==> config.mk <==
export PLATFORM = sky130hd
export DESIGN_NAME = timer_counter
export DESIGN_NICKNAME = d
export VERILOG_FILES = /design/src/rtl/timer_counter.sv
export SDC_FILE = /design/constraint.sdc
export NUM_CORES = 1
export LEC_CHECK = 0
export ABC_CLOCK_PERIOD_IN_PS = 2170
export CORE_ASPECT_RATIO = 0.7
export CORE_UTILIZATION = 48
export CTS_CLUSTER_DIAMETER = 60
export DETAILED_ROUTE_END_ITERATION = 12
export PLACE_DENSITY = 0.76
export SLEW_MARGIN = 20
export SYNTH_ARGS = -nofsm -noshare
export SYNTH_HDL_FRONTEND = slang
export SYNTH_SLANG_ARGS = --single-unit
==> constraint.sdc <==
create_clock -name clk -period 2.17 [get_ports clk]
set_input_delay 0.5425 -clock clk [delete_from_list [all_inputs] [get_ports clk]]
set_output_delay 0.5425 -clock clk [all_outputs]
set_load 0.05 [all_outputs]
==> src/rtl/timer_counter.sv <==
// timer_counter: memory-mapped 32-bit countdown timer with interrupt request.
//
// Ports
//   clk    in   1   system clock, all state updates on posedge
//   reset  in   1   synchronous active-high reset
//   Addr   in   2   word offset: 0 CTRL, 1 PRESET, 2 COUNT, 3 unmapped
//   WE     in   1   write strobe, one cycle per store
//   Din    in  32   store data
//   Dout   out 32   combinational read data selected by Addr
//   IRQ    out  1   interrupt request = CTRL.IM & irq flag
//
// CTRL layout: bit0 En, bits2:1 Mode, bit3 IM; upper bits read as zero.
//
// state | meaning
// ------+--------------------------------------------------------------
// IDLE  | stopped, COUNT holds; leaves when En is set
// LOAD  | COUNT takes PRESET
// CNT   | decrementing; expiry sets irq flag, En low aborts to IDLE
// INT   | expired; mode 01 reloads, otherwise En auto-clears and stops

module timer_counter (
  input  logic        clk,
  input  logic        reset,
  input  logic [1:0]  Addr,
  input  logic        WE,
  input  logic [31:0] Din,
  output logic [31:0] Dout,
  output logic        IRQ
);

  typedef enum logic [1:0] {
    S_IDLE = 2'd0,
    S_LOAD = 2'd1,
    S_CNT  = 2'd2,
    S_INT  = 2'd3
  } state_t;

  state_t      r_state;
  state_t      w_state_nxt;
  logic [3:0]  r_ctrl;
  logic [31:0] r_preset;
  logic [31:0] r_count;
  logic        r_irq_flag;

  logic [31:0] w_count_nxt;
  logic        w_flag_set;
  logic        w_flag_clr_fsm;
  logic        w_en_clr;
  logic        w_wr_ctrl;
  logic        w_wr_preset;

  assign w_wr_ctrl   = WE && (Addr == 2'd0);
  assign w_wr_preset = WE && (Addr == 2'd1);

  // The FSM looks at the registered CTRL, so a CTRL store only steers
  // the state machine from the edge after it lands.
  always_comb begin
    w_state_nxt    = r_state;
    w_count_nxt    = r_count;
    w_flag_set     = 1'b0;
    w_flag_clr_fsm = 1'b0;
    w_en_clr       = 1'b0;
    case (r_state)
      S_IDLE: begin
        if (r_ctrl[0]) w_state_nxt = S_LOAD;
      end
      S_LOAD: begin
        w_count_nxt = r_preset;
        w_state_nxt = S_CNT;
      end
      S_CNT: begin
        if (!r_ctrl[0]) begin
          w_state_nxt = S_IDLE;
        end else if (r_count > 32'd1) begin
          w_count_nxt = r_count - 32'd1;
        end else begin
          // Covers COUNT of 0 as well, so a zero preset expires like 1.
          w_count_nxt = 32'd0;
          w_flag_set  = 1'b1;
          w_state_nxt = S_INT;
        end
      end
      S_INT: begin
        if (r_ctrl[2:1] == 2'b01) begin
          w_flag_clr_fsm = 1'b1;
          w_state_nxt    = S_LOAD;
        end else begin
          w_en_clr    = 1'b1;
          w_state_nxt = S_IDLE;
        end
      end
      default: w_state_nxt = S_IDLE;
    endcase
  end

  always_ff @(posedge clk) begin
    if (reset) begin
      r_state    <= S_IDLE;
      r_ctrl     <= 4'd0;
      r_preset   <= 32'd0;
      r_count    <= 32'd0;
      r_irq_flag <= 1'b0;
    end else begin
      r_state <= w_state_nxt;
      r_count <= w_count_nxt;

      // A bus store to CTRL overrides the En auto-clear on the same edge.
      if (w_wr_ctrl)     r_ctrl    <= Din[3:0];
      else if (w_en_clr) r_ctrl[0] <= 1'b0;

      if (w_wr_preset) r_preset <= Din;

      // Expiry beats a same-edge clear from a CTRL/PRESET store.
      if (w_flag_set)
        r_irq_flag <= 1'b1;
      else if (w_wr_ctrl || w_wr_preset || w_flag_clr_fsm)
        r_irq_flag <= 1'b0;
    end
  end

  always_comb begin
    Dout = 32'd0;
    case (Addr)
      2'd0:    Dout = {28'd0, r_ctrl};
      2'd1:    Dout = r_preset;
      2'd2:    Dout = r_count;
      default: Dout = 32'd0;
    endcase
  end

  assign IRQ = r_ctrl[3] & r_irq_flag;

endmodule

==> run metrics <==
Placed Cells=756; Sink Count=71; Initial Utilization=0.510; Setup Viol. Count Final=31; Die Area=8960 sq um; FP Rows=27; area delta synth->final=60.1%; WS Path Type=reg2reg; cells along the critical path=inv_1 -> ha_2 -> nor2_1 -> or3_4 -> or4_4 -> buf_6 -> o311ai_2 -> a211oi_1; Yosys warning count=0; GRT busiest layer=met2; syn_area_per_cell=7.41 sq um; WL/cell=21.0 microns; layout cells sized above 1=0.317; pin count of the biggest net entering global routing=51; Core Box Area=8070 sq um; setup total negative slack=-1560 ps; worst hold margin=493 ps; Reg-to-Reg End=r_count[13]; final hold violation count=0; HPWL after DPL=10,600 microns; CTS clk-pin slew, worst paths=60 ps; clock skew=4.55 ps; pwr dens=607 nW/um^2; worst-margin pin slew=560 ps; leading area contributor after synthesis=dfxtp_1; H-tree Lvls=3; P_leak=0.00258 uW; crit-path max cell delay=650 ps; EDFF count, synth=0; Yosys top cell area share=0.345; hold path cells=2; peak supply drop=0.000553 V; GRT Residual Overflow=0; root buf cell=clkbuf_16; # fillers=476; Seq/Total Area, Yosys=0.345; Die Wd=113 microns; status=finished, violations left; clock buffer depth=2; Area contributors post-synth=dfxtp_1, nand2_1, a21oi_1, a22o_1, o21ai_0; met3 usage=0.0638; Top delay family on crit path=simple AND/OR/NAND/NOR gates; routability congestion estimate from global placement=0.983; Worst Path Arrival=2490 ps; Setup crit end kind=register; failing checks=negative setup slack; relative slew slack=0.626; grt met1 use=0.482; startpoint types=register; Worst path depth=8; Antenna Nets Post-Route=0; CP Max Fanout=7; max-capacitance violation count=0; min Tclk post-route=2280 ps; Critical path buffers and inverters=2; simple logic cell fraction of the synthesized area=0.245; Critical-path top delay cell=or4_4; hold endpoint=r_preset[29]; Post-Synth XOR/XNOR Area=0.0128; DRC viols=0; DRT Pass-1 Iters=7; Synth top cells by count=nand2_1, dfxtp_1, a21oi_1; initial DRC count=740; Top Ports=70; hold buffers post-CTS=0; Adder-Cell Fraction of Synth Area=0.00608; RSZ-0062 raised after global routing=true; Mapped Nets=595; most frequent cell after synthesis=nand2_1; main flop type after synthesis=dfxtp_1; Clock Latency Late Sink=340 ps; total length of routed wires=16,300 microns; min-delay src=r_preset[29]; CTS tree=done; Synth Area in Compound Gates=0.310; n_diodes=0; fmax=439 MHz; vias in the first global route=4,718; r2r setup slk=-110 ps; initial antenna violation count=0; pre-CTS setup slack=-309 ps; largest family of logic cells by synthesized area=compound AO/OA/AOI/OAI gates; total CTS buffers=9; CP required=2380 ps; Tcrit/Tclk final=1.05; GR Util All Layers=0.360; asr flop ratio synth=0; Post-Layout Cell Count=779; Slew Viols, Final=0; first-pass GRT wire length=24,900 microns; Yosys reg bits=71; die height=79.5 microns; post-synthesis cell count=556; Via Count=5,138; Cell Area, Synth=4120 sq um; I/O Buffers=69; post-synthesis mux area share=0.0170; FF-to-FF path depth=8; M2 GR Usage=0.573; worst setup margin=-108 ps; routed vias/inst=6.60; Distinct cells, synth=47; Reg-to-Reg Start=r_count[0]; hold crit path type=reg2reg; nets@finish=712
cells in the final DEF (no fill, tap or decap), types with 5 or more instances in the layout:
cell / n
nand2_1: 90
buf_4: 74
dfxtp_1: 67
a21oi_1: 61
o21ai_0: 41
buf_12: 39
clkdlybuf4s50_1: 33
nor2_1: 26
a211oi_1: 22
a22o_4: 21
nand3_1: 20
nor3_1: 12
buf_6: 10
clkbuf_16: 9
inv_1: 8
mux2i_1: 7
o21ai_2: 6
nand4_1: 6
nand3_2: 6
a22o_2: 5
or3_1: 5
nor4_2: 5
nor4_1: 5
a221oi_1: 5
what timing repair did:
item,in CTS,in global routing
endpoints found under the setup margin,63,47
resized for setup,33,29
buffers inserted,2,4
endpoints found under the hold margin,0,0
gates cloned,2,0
pin swaps,14,15
worst min-delay path: cells and delay by family (launching register included):
| kind | cells | cell delay (ps) |
|---|---|---|
| flip-flops | 1 | 330 |
| AND/OR/NAND/NOR | 1 | 60 |
| AO/OA/AOI/OAI | 1 | 50 |
power by group:
| group | switching [uW] | internal [uW] |
|---|---|---|
| Clock | 599 | 1040 |
| Combinational | 531 | 450 |
| Sequential | 43.1 | 1340 |
| Total | 1170 | 2830 |
through the flow:
| step | cell area [sq um] | utilization | power (uW) |
|---|---|---|---|
| after floorplan | 4350 | - | 1850 |
| after global placement | 5980 | 0.740 | 2210 |
| after detailed placement | 5980 | 0.740 | 2230 |
| after CTS | 6490 | 0.803 | 3910 |
| after global routing | 6600 | 0.817 | 4110 |
| final | 6600 | 0.817 | 4010 |
kinds of logic (layout without fill, tap and decap cells):
group           Yosys count  count (layout)
simple gates            209             209
buf+inv                  63             185
flops                    71              71
mux                       7               7
compound gates          198             198
xor+xnor                  6               6
fa+ha+maj                 2               2
flip-flops by register name, summed over array words and instances, names as in the netlist:
name,count
r_count,32
r_irq_flag,1
r_ctrl,4
r_preset,32
r_state,2
routing by layer:
metal	vias up	part of all wire
li1	2282	-
met1	2429	0.42
met2	363	0.44
met3	64	0.11
met4	0	0.039
met5	-	0
worst max path at each step:
stage | start | endpoint | slack, ps
after detailed placement | Addr[1] | Dout[31] | -310
after floorplan | r_count[23] | r_state[0] | -140
after CTS | r_count[23] | r_count[17] | -80
after global placement | Addr[1] | Dout[31] | -260
after global routing | r_count[0] | r_count[13] | -140
final | r_count[0] | r_count[13] | -110
final cells by class:
cell class	count	area [sq um]	area share
clock buffer	10	239	0.0362
clock inverter	6	92.6	0.0140
timing repair buffer	160	1840	0.280
sequential	71	1430	0.216
inverter	9	33.8	0.00512
multi-input combinational	422	2830	0.430
tap	101	126	0.0192
(Power assumes the default switching activity.)
